## config.mk

```make
export PLATFORM = sky130hd
export DESIGN_NAME = mmio_responder_flat
export DESIGN_NICKNAME = d
export VERILOG_FILES = /design/src/rtl/mmio_responder_if.sv /design/src/rtl/mmio_responder.sv /design/src/flat_wrapper.sv
export SDC_FILE = /design/constraint.sdc
export NUM_CORES = 1
export LEC_CHECK = 0
export BUFFER_PORTS_ARGS = -buffer_cell sky130_fd_sc_hd__buf_2
export CAP_MARGIN = 10
export CORE_MARGIN = 10
export CORE_UTILIZATION = 55
export CTS_CLUSTER_SIZE = 25
export DETAILED_ROUTE_END_ITERATION = 12
export GPL_TIMING_DRIVEN = 0
export PLACE_DENSITY = 0.8
export SYNTH_ARGS = -nofsm -noshare
export SYNTH_HDL_FRONTEND = slang
export SYNTH_SLANG_ARGS = --single-unit
```

## constraint.sdc

```tcl
create_clock -name clk -period 3.25 [get_ports clk]
set_input_delay 0.1625 -clock clk [delete_from_list [all_inputs] [get_ports clk]]
set_output_delay 0.1625 -clock clk [all_outputs]
set_load 0.03 [all_outputs]
```

## src/rtl/mmio_responder_if.sv

```systemverilog
// CPU data-port bus seen by the MMIO responder.
// Master drives addr/wdata/we/re; slave returns registered rdata.
interface mmio_responder_if;
  logic [31:0] addr;
  logic [31:0] wdata;
  logic [3:0]  we;
  logic        re;
  logic [31:0] rdata;

  modport master (
    output addr,
    output wdata,
    output we,
    output re,
    input  rdata
  );

  modport slave (
    input  addr,
    input  wdata,
    input  we,
    input  re,
    output rdata
  );
endinterface

```

## src/rtl/mmio_responder.sv

```systemverilog
// MMIO responder: UART TX holding reg, UART RX FIFO, cycle/instret counters.
// Ports: clk, rst (sync high), bus (slave), inst_retire, uart_tx_*, uart_rx_*.
module mmio_responder #(
  parameter int RX_DEPTH = 4
) (
  input  logic              clk,
  input  logic              rst,
  mmio_responder_if.slave   bus,
  input  logic              inst_retire,
  output logic [7:0]        uart_tx_data,
  output logic              uart_tx_valid,
  input  logic              uart_tx_ready,
  input  logic [7:0]        uart_rx_data,
  input  logic              uart_rx_valid,
  output logic              uart_rx_ready
);

  localparam int AW = $clog2(RX_DEPTH);
  localparam int CW = AW + 1;

  typedef enum logic {
    TX_EMPTY,
    TX_FULL
  } tx_state_t;

  logic [7:0] off;
  logic       sel;
  logic       any_we;
  logic       ld_stat;
  logic       ld_rx;
  logic       ld_cyc;
  logic       ld_ins;
  logic       st_tx;
  logic       st_clr;

  assign off     = bus.addr[7:0];
  assign sel     = bus.addr[31:28] == 4'h8;
  assign any_we  = |bus.we;
  assign ld_stat = bus.re && sel && off == 8'h00;
  assign ld_rx   = bus.re && sel && off == 8'h04;
  assign ld_cyc  = bus.re && sel && off == 8'h10;
  assign ld_ins  = bus.re && sel && off == 8'h14;
  assign st_tx   = any_we && sel && off == 8'h08;
  assign st_clr  = any_we && sel && off == 8'h18;

  logic unused_bits;
  assign unused_bits = ^{bus.wdata[31:8], bus.addr[27:8]};

  // TX holding register
  tx_state_t tx_state;
  tx_state_t tx_next;
  logic      tx_cap;

  always_comb begin
    tx_next = tx_state;
    tx_cap  = 1'b0;
    unique case (tx_state)
      TX_EMPTY: begin
        if (st_tx) begin
          tx_next = TX_FULL;
          tx_cap  = 1'b1;
        end
      end
      TX_FULL: begin
        // store while full is dropped even if it drains now
        if (uart_tx_ready) tx_next = TX_EMPTY;
      end
      default: tx_next = TX_EMPTY;
    endcase
  end

  always_ff @(posedge clk) begin
    if (rst) begin
      tx_state     <= TX_EMPTY;
      uart_tx_data <= 8'h00;
    end else begin
      tx_state <= tx_next;
      if (tx_cap) uart_tx_data <= bus.wdata[7:0];
    end
  end

  assign uart_tx_valid = tx_state == TX_FULL;

  // RX FIFO
  logic [7:0]    rx_mem [RX_DEPTH];
  logic [AW-1:0] rx_wp;
  logic [AW-1:0] rx_rp;
  logic [CW-1:0] rx_cnt;
  logic          rx_nonempty;
  logic          rx_enq;
  logic          rx_deq;

  assign rx_nonempty   = rx_cnt != '0;
  assign uart_rx_ready = rx_cnt != CW'(RX_DEPTH);
  assign rx_enq        = uart_rx_valid && uart_rx_ready;
  assign rx_deq        = ld_rx && rx_nonempty;

  always_ff @(posedge clk) begin
    if (rx_enq) rx_mem[rx_wp] <= uart_rx_data;
  end

  always_ff @(posedge clk) begin
    if (rst) begin
      rx_wp  <= '0;
      rx_rp  <= '0;
      rx_cnt <= '0;
    end else begin
      if (rx_enq) rx_wp <= rx_wp + 1'b1;
      if (rx_deq) rx_rp <= rx_rp + 1'b1;
      unique case ({rx_enq, rx_deq})
        2'b10:   rx_cnt <= rx_cnt + 1'b1;
        2'b01:   rx_cnt <= rx_cnt - 1'b1;
        default: rx_cnt <= rx_cnt;
      endcase
    end
  end

  // Counters
  logic [31:0] cyc_cnt;
  logic [31:0] ins_cnt;

  always_ff @(posedge clk) begin
    if (rst || st_clr) begin
      cyc_cnt <= '0;
      ins_cnt <= '0;
    end else begin
      cyc_cnt <= cyc_cnt + 32'd1;
      if (inst_retire) ins_cnt <= ins_cnt + 32'd1;
    end
  end

  // Load data, sampled from pre-update state
  logic [31:0] rdata_d;

  always_comb begin
    rdata_d = '0;
    unique case (1'b1)
      ld_stat: rdata_d = {30'b0, rx_nonempty, !uart_tx_valid};
      ld_rx:   rdata_d = rx_nonempty ? {24'b0, rx_mem[rx_rp]} : '0;
      ld_cyc:  rdata_d = cyc_cnt;
      ld_ins:  rdata_d = ins_cnt;
      default: rdata_d = '0;
    endcase
  end

  always_ff @(posedge clk) begin
    if (rst) bus.rdata <= '0;
    else     bus.rdata <= rdata_d;
  end

endmodule

```

## src/flat_wrapper.sv

```systemverilog
// flat-port wrapper written by rule: the top's interface ports become plain ports
module mmio_responder_flat 
#(
  parameter int RX_DEPTH = 4
)
  (clk, rst, inst_retire, uart_tx_data, uart_tx_valid, uart_tx_ready, uart_rx_data, uart_rx_valid, uart_rx_ready, bus_addr, bus_wdata, bus_we, bus_re, bus_rdata);
  mmio_responder_if bus_i ();
  input  logic clk;
  input  logic rst;
  input  logic inst_retire;
  output logic [7:0] uart_tx_data;
  output logic uart_tx_valid;
  input  logic uart_tx_ready;
  input  logic [7:0] uart_rx_data;
  input  logic uart_rx_valid;
  output logic uart_rx_ready;
  input wire logic [$bits(bus_i.addr)-1:0] bus_addr;
  input wire logic [$bits(bus_i.wdata)-1:0] bus_wdata;
  input wire logic [$bits(bus_i.we)-1:0] bus_we;
  input wire logic [$bits(bus_i.re)-1:0] bus_re;
  output wire logic [$bits(bus_i.rdata)-1:0] bus_rdata;
  assign bus_i.addr = bus_addr;
  assign bus_i.wdata = bus_wdata;
  assign bus_i.we = bus_we;
  assign bus_i.re = bus_re;
  assign bus_rdata = bus_i.rdata;
  mmio_responder #(.RX_DEPTH(RX_DEPTH)) u_core (.clk(clk), .rst(rst), .bus(bus_i), .inst_retire(inst_retire), .uart_tx_data(uart_tx_data), .uart_tx_valid(uart_tx_valid), .uart_tx_ready(uart_tx_ready), .uart_rx_data(uart_rx_data), .uart_rx_valid(uart_rx_valid), .uart_rx_ready(uart_rx_ready));
endmodule
```

; Yosys cells after proc, flatten, opt, wreduce, memory -nomap -nowiden
; Memory sizes are Yosys's and may differ from the RTL's. A register that Yosys moved wholly into a read port is not among the register bits.
; Index checks and enable logic that the tools add are counted.
[word_totals]
reg_bits = 112
latchBits = 0
ramBits = 32
rom_bits = 0
out_inout_bits = 42
word_cells = 52
memories = 1
[op_classes]
n_addsub = 6
n_mul = 0
n_div = 0
order_cmp = 0
n_eq_ne = 9
shifts = 0
n_mux = 11
bitwise = 1
n_reduce_logical = 16
[memory_table]
columns = memory, words, width, read_ports, rd_clocked_by_memory_dff, wr, line
row1 = u_core.rx_mem, 4, 8, 1, 1, 1, mmio_responder.sv:85  ; logic [7:0] rx_mem [RX_DEPTH];
[ops]
columns = operator, n
row1 = case mux 32 bit (4 select lines), 1
row2 = adder 32 x 1 -> 32 bit (second input constant), 2
row3 = == test 8 x 5 -> 1 bit (second input constant), 3
row4 = logical AND 1 bit, 10
row5 = == test 8 x 3 -> 1 bit (second input constant), 1
row6 = == test 8 x 4 -> 1 bit (second input constant), 1
row7 = logical NOT 8 bit, 1
row8 = two-way mux 8 bit, 1
row9 = case mux 3 bit (2 select lines), 1
row10 = two-way mux 1 bit, 5
row11 = adder 2 x 1 -> 2 bit (second input constant), 2
row12 = == test 4 bit (second input constant), 1
row13 = two-way mux 2 bit, 2
row14 = OR reduction 4 bit, 1
row15 = adder 3 x 1 -> 3 bit (second input constant), 1
row16 = != test 3 bit (second input constant), 1
row17 = nonzero test 3 bit, 1
row18 = subtractor 3 x 1 -> 3 bit (second input constant), 1
row19 = == test 2 x 1 -> 1 bit (second input constant), 1
row20 = == test 2 bit (second input constant), 1
row21 = case mux 1 bit (2 select lines), 1
row22 = nonzero test 2 bit, 1
row23 = logical NOT 1 bit, 1
row24 = logical OR 1 bit, 1
row25 = NOT 1 bit, 1

; Depth between registers and ports, before layout
[logic_depth]
depth_word = 6
ltp_mapped = 10
mapped_depth_nobuf = 10

; Least setup slack after synthesis
; No wires, ideal clock.
[synth_timing]
kind = in2reg
from = input bus_addr[5]
to = register u_core.rx_cnt[2]
setup_time_ns = 0.070
arrival_time_ns = 2.606
setup_slack_ns = 0.573
stages = 10
n_path_buf = 1
cell_sequence = or4b_1 > nor4_1 > nor2b_1 > buf_4 > ha_1 > inv_1 > fa_1 > xor2_1 > or3_1 > a21oi_1
[synth_between]
elab_chain_cells = 5
elab_cells_between_ends = 7
cone_classes = 3 x eq/ne / 1 x mux / 3 x reduce/logical
[synth_lines]
columns = element, line
row1 = start: declaration, flat_wrapper.sv:17  ; input wire logic [$bits(bus_i.addr)-1:0] bus_addr;
row2 = == test 8 x 3 -> 1 bit *, mmio_responder.sv:40  ; assign ld_rx = bus.re && sel && off == 8'h04;
row3 = logical AND 1 bit *, mmio_responder.sv:40
row4 = logical AND 1 bit *, mmio_responder.sv:96  ; assign rx_deq = ld_rx && rx_nonempty;
row5 = via u_core.rx_deq, mmio_responder.sv:91  ; logic rx_deq;
row6 = == test 2 x 1 -> 1 bit or == test 2 bit (tied branches), mmio_responder.sv:110  ; unique case ({rx_enq, rx_deq})
row7 = case mux 3 bit (2 select lines) or nonzero test 2 bit (tied branches), n/a
row8 = end signal: assignment, mmio_responder.sv:111  ; 2'b10: rx_cnt <= rx_cnt + 1'b1;
row9 = end signal: assignment, mmio_responder.sv:112  ; 2'b01: rx_cnt <= rx_cnt - 1'b1;
row10 = end signal: assignment, mmio_responder.sv:113  ; default: rx_cnt <= rx_cnt;
row11 = end: declaration, mmio_responder.sv:88  ; logic [CW-1:0] rx_cnt;
; The timed path passes the listed nets; every way through them passes the cells marked *.
; A chain may end at the register's enable or synchronous reset.

; Worst setup path in the final report
; Same ends and word-level chain as after synthesis.

==> flow_summary_export.csv <==
group,metric,value,unit
status,status,"finished clean",
floorplan,die_w,125,µm
synthesis,ys_seq_area_share,53.5,%
clocking,cts_setup_buffers,0,
clocking,cts.path.max_buffers,2,
power,p_leak,2.66,nW
finish,final_common_cell,"dfxtp_1",
timing,drv_slew,0,
finish,post-route-util,68.3,%
worst_setup_path,crit_fanout,10,
routing,viasPerCell,5.63,
global_routing,antenna_found_initial,0,
worst_setup_path,critical_path_class,"in -> reg",
global_routing,grt_overflow_total,0,
placement,dp_hpwl,10300,µm
routing,dr.pass1.iters,5,
power,p_per_area,541,nW/µm²
job,drv_cap,0,
finish,layout.cells.non_filler,855,
synthesis,synth_seq_cells,146,
floorplan,die_area,15600,µm²
global_routing,grt_pass1_wl,24000,µm
synthesis,synthCells,587,
finish,diodes,0,
timing,finalCritPeriodShare,79.8,%
clocking,cts_buffers,17,
synthesis,synthArstFlopShare,0,%
floorplan,pin_count,124,
synthesis,syn_nets,677,
routing,totalWireLength,14700,µm
timing,finalHoldViolations,0,
finish,layout-drive-gt1-share,19.4,%
routing,first_iter_violations,453,
placement,place_area,6630,µm²
placement,dp_cells,805,
clocking,clkTransAtPathRegs,60,ps
worst_setup_path,cp-start-kind,"primary input",
timing,tightest_slew,839,ps
clocking,clockRootBuffer,"clkbuf_8",
clocking,clkLatencyLatePin,540,ps
finish,fill_cells,808,
timing,rsz0062_at_grt,"false",
routing,vias,4817,
finish,stdcell_area,7410,µm²
finish,nets,792,
routing,ant_nets,0,
synthesis,synthDistinctLibCells,49,
routing,drc,0,
synthesis,syn-cell-area,6070,µm²
timing,fin_worst_skew,9.26,ps
placement,gp_congestion,0.909,
synthesis,yosys_warnings,0,
clocking,htreeDepth,4,
timing,final-setup-viol-count,0,
floorplan,die-height,125,µm
synthesis,synth_ff_type,"dfxtp_1",
global_routing,track_usage,18.5,%
finish,syn2layout_area_growth,22.1,%
worst_setup_path,endpoint_kind,"flop",
finish,mostFrequentLayoutCells,"114 x dfxtp_1, 111 x nor2_1, 85 x buf_2",
routing,avgRoutedWirePerCell,17.2,µm
clocking,cts_sinks,146,
worst_setup_path,required,3710,ps
timing,slew-limit-headroom,43.6,%
floorplan,row_count,38,
synthesis,synth_edf_count,32,
global_routing,grt_start_max_net_pins,17,
synthesis,avgSynthCellArea,10.3,µm²
global_routing,grt_pass1_vias,4899,
floorplan,core,10800,µm²
timing,max_freq,386,MHz
timing,tns,0,ps
worst_setup_path,critPathArrivalTime,3050,ps
placement,portBuffers,78,
clocking,cts_tree,"built",
power,ir_worst_vdd,652,µV
timing,fin_crit,2590,ps
floorplan,initial_core_util,56.0,%
min_path,hold_class,"in -> reg",
-- where the power goes --
group	internal [mW]	switching (mW)
registers	1.88	0.0182
logic	0.0640	0.0792
clock network	1.18	0.783
total	3.13	0.881
-- per-stage QoR --
step                power, mW  setup slack [ps]  hold WS, ps
floorplan                2.01               573          261
global placement         2.05               296          373
detailed placement       2.06               219          380
CTS                      4.03               697          112
global route             4.13               564          116
finish                   4.01               658          146
-- synth_stat cells, types with 3 or more instances --
library cell  count  area, µm²
xnor2_1          37        324
mux2i_1          15        150
a21oi_1          13       65.1
o21ai_0           6       30.0
nand4_1          14       87.6
nor4b_1           3       26.3
dfxtp_1         114       2280
inv_1            15       56.3
nor3_1           12       60.1
xor2_1           21        184
buf_1            10       37.5
buf_2             7       35.0
mux4_2            8        180
and4_1            7       61.3
nand2_1          24       90.1
nand3_1          26        130
ha_1              7       87.6
and3_1            9       56.3
a2bb2oi_1         6       52.6
a22oi_1          24        180
nor4_1           18        113
clkbuf_1          8       30.0
or3_1             9       56.3
edfxtp_1         32        961
nor2_1          111        417
-- worst max-delay path, stage by stage --
cell,delay (ps)
buf_2,100
or4b_1,650
nor4_1,480
nor2b_1,190
buf_4,190
ha_1,210
inv_1,60
fa_1,390
xor2_1,180
or3_1,300
a21oi_1,130
-- what timing repair did --
item	4_1_cts	5_1_grt
hold buffers	18	0
setup endpoints to repair	0	0
hold endpoints to repair	43	0
gates resized for setup	0	0
-- path summary, 6_finish.rpt --
| check | from | endpoint | slack, ps | cells after the start |
|---|---|---|---|---|
| setup / recovery | bus_addr[5] | u_core.rx_cnt[2]$_SDFFE_PP0P_ | 660 | 11 |
| hold reg to reg | u_core.cyc_cnt[0]$_SDFF_PP0_ | u_core.cyc_cnt[0]$_SDFF_PP0_ | 490 | 1 |
| setup reg to reg | u_core.rx_cnt[0]$_SDFFE_PP0P_ | u_core.rx_cnt[2]$_SDFFE_PP0P_ | 700 | 10 |
| hold / removal | uart_rx_valid | u_core.rx_wp[1]$_SDFFE_PP0P_ | 150 | 4 |
-- layout make-up --
cell class	count	area, µm²	area share (%)
Inverter	15	56.3	0.760
Clock buffer	18	418	5.64
Sequential cell	146	3240	43.8
Buffer	27	118	1.59
Timing Repair Buffer	96	571	7.70
Tap cell	140	175	2.36
Multi-Input combinational cell	399	2650	35.8
Clock inverter	14	178	2.40
-- cells by family (layout without fill, tap and decap cells) --
family / after synthesis / after routing / synth area share [%]
compound gates: 55 / 55 / 6.19
flops: 146 / 146 / 53.5
fa+ha+maj: 8 / 8 / 1.77
buf+inv: 42 / 170 / 2.87
xor+xnor: 58 / 58 / 8.37
mux: 23 / 23 / 5.45
simple gates: 255 / 255 / 21.9
-- state kept, by name, indices dropped and copies added, names as in the netlist, named ones only --
name / cells
u_core.rx_mem: 32
u_core.uart_tx_valid: 1
u_core.rx_wp: 2
u_core.cyc_cnt: 32
u_core.uart_tx_data: 8
u_core.ins_cnt: 32
u_core.rx_cnt: 3
u_core.bus.rdata: 32
u_core.rx_rp: 2
-- routing by layer --
layer / vias to the layer above / track usage [%] / wire length, µm
met5: - / 0 / 0
li1: 2314 / - / -
met4: 0 / 6.37 / 153
met1: 2292 / 22.0 / 6270
met2: 188 / 30.5 / 7230
met3: 23 / 6.59 / 1040
Note: power is estimated with default switching activity, not from simulation.
